[config.mk]
export PLATFORM = sky130hd
export DESIGN_NAME = ex_mem_stage
export DESIGN_NICKNAME = d
export VERILOG_FILES = /design/src/rtl/pipe_pkg.sv /design/src/rtl/ex_mem_skid.sv /design/src/rtl/ex_mem_stage.sv
export SDC_FILE = /design/constraint.sdc
export NUM_CORES = 1
export LEC_CHECK = 0
export CAP_MARGIN = 20
export CORE_MARGIN = 4
export CORE_UTILIZATION = 23
export DETAILED_ROUTE_END_ITERATION = 7
export PLACE_DENSITY_LB_ADDON = 0.2
export SLEW_MARGIN = 25
export SYNTH_ARGS = -nofsm -noshare
export SYNTH_HDL_FRONTEND = slang
export SYNTH_SLANG_ARGS = --single-unit
[constraint.sdc]
create_clock -name clk -period 1.6 [get_ports clk]
set_input_delay 0.24 -clock clk [delete_from_list [all_inputs] [get_ports clk]]
set_output_delay 0.24 -clock clk [all_outputs]
set_load 0.005 [all_outputs]
[src/rtl/pipe_pkg.sv]
// Shared types and helpers for the EX->MEM pipeline stage.
//   occ_e          : occupancy states of the two-entry skid buffer
//   ex_mem_ctrl_t  : control bits carried from EX into MEM
//   branch_taken() : BEQ/BNE resolution from the ALU zero flag
//   misaligned()   : word-access alignment check on the low address bits
package pipe_pkg;

    typedef enum logic [1:0] {
        EMPTY = 2'd0,
        ONE   = 2'd1,
        TWO   = 2'd2
    } occ_e;

    typedef struct packed {
        logic mem_rd;
        logic mem_wr;
        logic reg_wr;
        logic mem2reg;
    } ex_mem_ctrl_t;

    localparam int CTRL_W = 4;

    // BEQ is taken on zero=1, BNE on zero=0.
    function automatic logic branch_taken(input logic br, input logic bne, input logic zero);
        return br & (zero ^ bne);
    endfunction

    // Any load/store whose address is not a multiple of four.
    function automatic logic misaligned(input logic mem_rd, input logic mem_wr,
                                        input logic [1:0] addr_lo);
        return (mem_rd | mem_wr) & (addr_lo != 2'b00);
    endfunction

endpackage

[src/rtl/ex_mem_skid.sv]
// Generic two-entry skid buffer with a registered ready.
//   clk, rst_n          : clock, async active-low reset
//   flush               : drop every held entry and the current input
//   in_valid/in_ready   : upstream handshake (in_ready comes from a flop)
//   in_data             : payload accepted on in_valid & in_ready
//   out_valid/out_ready : downstream handshake
//   out_data            : head-of-queue payload; all zero while out_valid=0
module ex_mem_skid
    import pipe_pkg::*;
#(
    parameter int W = 8
) (
    input  logic         clk,
    input  logic         rst_n,
    input  logic         flush,
    input  logic         in_valid,
    output logic         in_ready,
    input  logic [W-1:0] in_data,
    output logic         out_valid,
    input  logic         out_ready,
    output logic [W-1:0] out_data
);

    occ_e         state_q, state_d;
    logic         out_valid_q, out_valid_d;
    logic         in_ready_q, in_ready_d;
    logic [W-1:0] out_data_q, out_data_d;
    logic [W-1:0] skid_data_q, skid_data_d;
    logic         in_xfer_s, out_xfer_s;

    assign in_ready  = in_ready_q;
    assign out_valid = out_valid_q;
    assign out_data  = out_data_q;

    // Occupancy next-state and data movement; the skid entry only fills from ONE.
    always_comb begin
        state_d     = state_q;
        out_data_d  = out_data_q;
        skid_data_d = skid_data_q;
        in_xfer_s   = in_valid & in_ready_q;
        out_xfer_s  = out_valid_q & out_ready;
        if (flush) begin
            state_d = EMPTY;
        end else begin
            case (state_q)
                EMPTY: begin
                    if (in_xfer_s) begin
                        state_d    = ONE;
                        out_data_d = in_data;
                    end else begin
                        state_d = EMPTY;
                    end
                end
                ONE: begin
                    if (in_xfer_s && out_xfer_s) begin
                        out_data_d = in_data;
                    end else if (in_xfer_s) begin
                        state_d     = TWO;
                        skid_data_d = in_data;
                    end else if (out_xfer_s) begin
                        state_d = EMPTY;
                    end else begin
                        state_d = ONE;
                    end
                end
                TWO: begin
                    if (out_xfer_s) begin
                        state_d    = ONE;
                        out_data_d = skid_data_q;
                    end else begin
                        state_d = TWO;
                    end
                end
                default: begin
                    state_d = EMPTY;
                end
            endcase
        end
        // An empty output register carries zeros so gated controls stay low.
        if (state_d == EMPTY) begin
            out_data_d = {W{1'b0}};
        end else begin
            out_data_d = out_data_d;
        end
        out_valid_d = (state_d != EMPTY);
        in_ready_d  = (state_d != TWO);
    end

    // State and payload registers; ready stays low throughout reset.
    always_ff @(posedge clk or negedge rst_n) begin
        if (!rst_n) begin
            state_q     <= EMPTY;
            out_valid_q <= 1'b0;
            in_ready_q  <= 1'b0;
            out_data_q  <= {W{1'b0}};
            skid_data_q <= {W{1'b0}};
        end else begin
            state_q     <= state_d;
            out_valid_q <= out_valid_d;
            in_ready_q  <= in_ready_d;
            out_data_q  <= out_data_d;
            skid_data_q <= skid_data_d;
        end
    end

endmodule

[src/rtl/ex_mem_stage.sv]
// EX->MEM pipeline stage: buffers ALU results and EX controls for MEM,
// resolves BEQ/BNE and flags misaligned word accesses.
//   clk, rst (async, active-low), flush
//   in_valid/in_ready, alu_result, zero, store_data, branch_target,
//   ctrl_branch, ctrl_bne, ctrl_mem_rd, ctrl_mem_wr, ctrl_reg_wr, ctrl_mem2reg, rd
//   out_valid/out_ready, out_addr, out_wdata, out_mem_rd, out_mem_wr,
//   out_reg_wr, out_mem2reg, out_rd
//   pc_src/pc_target : one-cycle taken-branch redirect
//   addr_err         : sticky misaligned-access flag, cleared only by reset
module ex_mem_stage
    import pipe_pkg::*;
#(
    parameter int ANCHO_BUS = 32,
    parameter int REG_ADDR  = 5
) (
    input  logic                 clk,
    input  logic                 rst,
    input  logic                 flush,
    input  logic                 in_valid,
    output logic                 in_ready,
    input  logic [ANCHO_BUS-1:0] alu_result,
    input  logic                 zero,
    input  logic [ANCHO_BUS-1:0] store_data,
    input  logic [ANCHO_BUS-1:0] branch_target,
    input  logic                 ctrl_branch,
    input  logic                 ctrl_bne,
    input  logic                 ctrl_mem_rd,
    input  logic                 ctrl_mem_wr,
    input  logic                 ctrl_reg_wr,
    input  logic                 ctrl_mem2reg,
    input  logic [REG_ADDR-1:0]  rd,
    output logic                 out_valid,
    input  logic                 out_ready,
    output logic [ANCHO_BUS-1:0] out_addr,
    output logic [ANCHO_BUS-1:0] out_wdata,
    output logic                 out_mem_rd,
    output logic                 out_mem_wr,
    output logic                 out_reg_wr,
    output logic                 out_mem2reg,
    output logic [REG_ADDR-1:0]  out_rd,
    output logic                 pc_src,
    output logic [ANCHO_BUS-1:0] pc_target,
    output logic                 addr_err
);

    localparam int PW = CTRL_W + REG_ADDR + 2 * ANCHO_BUS;

    ex_mem_ctrl_t         in_ctrl_s, out_ctrl_s;
    logic [PW-1:0]        in_data_s, out_data_s;
    logic                 in_xfer_s, taken_s, mis_s;
    logic                 pc_src_q, pc_src_d;
    logic [ANCHO_BUS-1:0] pc_target_q, pc_target_d;
    logic                 addr_err_q, addr_err_d;

    // Resolve branch/alignment on the offered entry and strip its side effects.
    always_comb begin
        taken_s           = branch_taken(ctrl_branch, ctrl_bne, zero);
        mis_s             = misaligned(ctrl_mem_rd, ctrl_mem_wr, alu_result[1:0]);
        in_ctrl_s.mem_rd  = ctrl_mem_rd & ~mis_s & ~ctrl_branch;
        in_ctrl_s.mem_wr  = ctrl_mem_wr & ~mis_s & ~ctrl_branch;
        in_ctrl_s.reg_wr  = ctrl_reg_wr & ~mis_s & ~ctrl_branch;
        in_ctrl_s.mem2reg = ctrl_mem2reg;
        in_data_s         = {in_ctrl_s, rd, store_data, alu_result};
    end

    ex_mem_skid #(.W(PW)) u_skid (
        .clk       (clk),
        .rst_n     (rst),
        .flush     (flush),
        .in_valid  (in_valid),
        .in_ready  (in_ready),
        .in_data   (in_data_s),
        .out_valid (out_valid),
        .out_ready (out_ready),
        .out_data  (out_data_s)
    );

    assign out_addr    = out_data_s[ANCHO_BUS-1:0];
    assign out_wdata   = out_data_s[2*ANCHO_BUS-1:ANCHO_BUS];
    assign out_rd      = out_data_s[2*ANCHO_BUS+REG_ADDR-1:2*ANCHO_BUS];
    assign out_ctrl_s  = out_data_s[PW-1:PW-CTRL_W];
    assign out_mem_rd  = out_ctrl_s.mem_rd;
    assign out_mem_wr  = out_ctrl_s.mem_wr;
    assign out_reg_wr  = out_ctrl_s.reg_wr;
    assign out_mem2reg = out_ctrl_s.mem2reg;
    assign pc_src      = pc_src_q;
    assign pc_target   = pc_target_q;
    assign addr_err    = addr_err_q;

    // Redirect and error flag; a flushed input counts as never accepted.
    always_comb begin
        in_xfer_s  = in_valid & in_ready & ~flush;
        pc_src_d   = in_xfer_s & taken_s;
        addr_err_d = addr_err_q | (in_xfer_s & mis_s);
        if (pc_src_d) begin
            pc_target_d = branch_target;
        end else begin
            pc_target_d = {ANCHO_BUS{1'b0}};
        end
    end

    // Branch and error registers.
    always_ff @(posedge clk or negedge rst) begin
        if (!rst) begin
            pc_src_q    <= 1'b0;
            pc_target_q <= {ANCHO_BUS{1'b0}};
            addr_err_q  <= 1'b0;
        end else begin
            pc_src_q    <= pc_src_d;
            pc_target_q <= pc_target_d;
            addr_err_q  <= addr_err_d;
        end
    end

endmodule
==> flow_metrics.env <==
export IMPL_drv_cap=0
export IMPL_core_area_sq_um=32900
export IMPL_internal_power_mw=10.0
export IMPL_total_power_mw=13.8
export IMPL_drtAntennaViolNets=0
export IMPL_max_vdd_ir_drop_uv=685
export IMPL_grt_pass1_vias=6244
export IMPL_synth_area_sq_um=7730
export IMPL_portBuffers=221
export IMPL_root_buffer="clkbuf_16"
export IMPL_synth_most_common_cell="dfrtp_1"
export IMPL_rows=66
export IMPL_cp_arrival_ps=2000
export IMPL_post_route_util=0.381
export IMPL_grt_usage=0.130
export IMPL_min_period_ps=1680
export IMPL_finalHoldViolCount=0
export IMPL_drive_gt1_frac=0.260
export IMPL_synthCells=662
export IMPL_yosys_top_cells_area="dfrtp_1, mux2_2, o211a_1"
export IMPL_async_flop_share=1.00
export IMPL_viasPerCell=4.39
export IMPL_required_ps=1920
export IMPL_status="complete, but fails checks"
export IMPL_path_clk_slew_ps=80
export IMPL_wl_um=26700
export IMPL_first_pass_iters=4
export IMPL_clk_insertion_delay_late_ps=440
export IMPL_crit_type="reg -> reg"
export IMPL_setup_ws_ps=-84.0
export IMPL_violations="setup timing"
export IMPL_rsz0062_at_grt="yes"
export IMPL_synth_edf_count=0
export IMPL_wl_per_cell_um=19.1
export IMPL_vias=6119
export IMPL_overflow=0
export IMPL_relSlewSlack=0.700
export IMPL_fill_cells=3279
export IMPL_switching_share=0.275
export IMPL_drtIter0Drc=335
export IMPL_yosys_cell_types_count=33
export IMPL_power_density_nw_per_um2=1100
export IMPL_synth_nets=775
export IMPL_endpoint_kind="flip-flop"
export IMPL_die_area_sq_um=36600
export IMPL_yosysTopAreaCell="dfrtp_1"
export IMPL_clock_path_buffers=2
export IMPL_fin_setup_tns_ps=-5940
export IMPL_p_leak_nw=6.62
export IMPL_p_sw_mw=3.80
export IMPL_final_area_sq_um=12500
export IMPL_die_y_um=191
export IMPL_gp_congestion=0.740
export IMPL_pwr_share_clk=0.306
export IMPL_cts_htree_levels=4
export IMPL_setup_viol=139
export IMPL_antenna_found_initial=2
export IMPL_p_seq_frac=0.445
export IMPL_synth_common_cells="dfrtp_1, nand2_1, nand3_1"
export IMPL_synthFlopType="dfrtp_1"
export IMPL_die_w_um=191
export IMPL_grt_max_degree=76
export IMPL_clock_sinks=184
export IMPL_place_area_sq_um=10800
export IMPL_postSynthAreaPerCell_sq_um=11.7
export IMPL_start_kind="flip-flop"
export IMPL_worstPathMaxFanout=12
export IMPL_ios=222
export IMPL_post_place_ws_ps=-387
export IMPL_cts_buffers=17
export IMPL_p_comb_frac=0.249
export IMPL_slew_viol_final=0
export IMPL_fmax_mhz=594
export IMPL_cts_tree="yes"
export IMPL_antenna_cells=0
export IMPL_hold_class="in -> async"
export IMPL_worstMarginPinSlew_ps=450
export IMPL_dpl_hpwl_um=14700
export IMPL_grt_pass1_wl_um=36700
export IMPL_register_area_sq_um=4600
export IMPL_finalClockSkew_ps=11.5
export IMPL_start_util=0.235
export IMPL_drc=0
export IMPL_area_delta_synth_final_pct=62.0
export IMPL_ys_ff_latch=184
export IMPL_yosysSeqAreaShare=0.596
export IMPL_synth_top_area_frac=0.596
export IMPL_ys_warn_count=0
export IMPL_period_share=1.05
export IMPL_nets=1054
export IMPL_multi_input_area_sq_um=3150
per-stage QoR:
step	hold WS, ps	instances
5_1_grt	325	1395
4_1_cts	323	1370
3_5_place_dp	237	1320
6_report	326	1395
3_3_place_gp	228	1320
2_1_floorplan	-55.6	662
worst paths after layout:
path	cells after the start	slack, ps	from	end
setup / recovery	5	-80	u_skid.state_q[0]	u_skid.skid_data_q[35]
min in group clk	2	350	branch_target[13]	pc_target[13]
max in group asynchronous	3	720	rst	u_skid.out_data[64]
hold / removal	2	330	rst	u_skid.out_data[28]
hold reg to reg	2	490	addr_err	addr_err
setup reg to reg	5	-80	u_skid.state_q[0]	u_skid.skid_data_q[35]
placed cells by master (no fill, tap or decap), types with 21 or more instances in the layout:
cell type	synthesis	layout
dlymetal6s2s_1	0	28
clkdlybuf4s50_1	0	171
o211a_1	73	73
buf_4	10	33
dfrtp_1	184	184
buf_12	0	22
mux2_2	70	70
and2_1	32	32
clkbuf_16	0	31
dlygate4sd2_1	0	21
nand2_1	144	144
nand3_1	74	21
nand3_2	0	53
worst max-delay path: stages (launching register included):
cell and delay, ps:
dfrtp_1 420, a21bo_4 270, nor3_4 150, buf_4 180, clkbuf_16 190, mux2_2 340
sequential cells by signal, summed over array words and instances, names as in the netlist:
name                cells
u_skid.out_data        73
u_skid.skid_data_q     73
pc_src                  1
pc_target              32
u_skid.out_valid        1
u_skid.state_q          2
u_skid.in_ready         1
addr_err                1
area by class of cell:
type | count | share of cell area
multi-input cells | 421 | 0.252
clock buffers | 20 | 0.0349
clock inverters | 11 | 0.00989
inverters | 6 | 0.00180
flip-flops and latches | 184 | 0.368
repair buffers | 311 | 0.290
well taps | 442 | 0.0442
routing by layer:
layer / global-route usage / share of wire
met4: 0.0285 / 0.0052
met1: 0.170 / 0.47
met5: 0 / 0.0010
met2: 0.203 / 0.46
met3: 0.0500 / 0.066
timing repair:
action,CTS,global route
setup buffers,12,11
setup endpoints to repair,167,177
gates resized for setup,31,107
pin swaps,0,36
hold buffers,1,0
gates cloned,6,17
endpoints found under the hold margin,34,0
logic make-up after synthesis:
family / count (synthesis) / share of synthesized area
simple gates: 261 / 0.154
flops: 184 / 0.596
compound gates: 88 / 0.108
mux: 71 / 0.103
buf+inv: 57 / 0.0380
xor+xnor: 1 / 0.00113
power by group through the flow:
| stage | registers (mW) | clock network [mW] | logic, mW |
|---|---|---|---|
| after CTS | 6.13 | 4.38 | 3.05 |
| after global routing | 6.25 | 4.58 | 3.74 |
| after global placement | 6.20 | 0 | 2.76 |
| final | 6.14 | 4.23 | 3.43 |
| after floorplan | 6.12 | 0 | 1.44 |
| after detailed placement | 6.22 | 0 | 2.81 |
(Power assumes the default switching activity.)
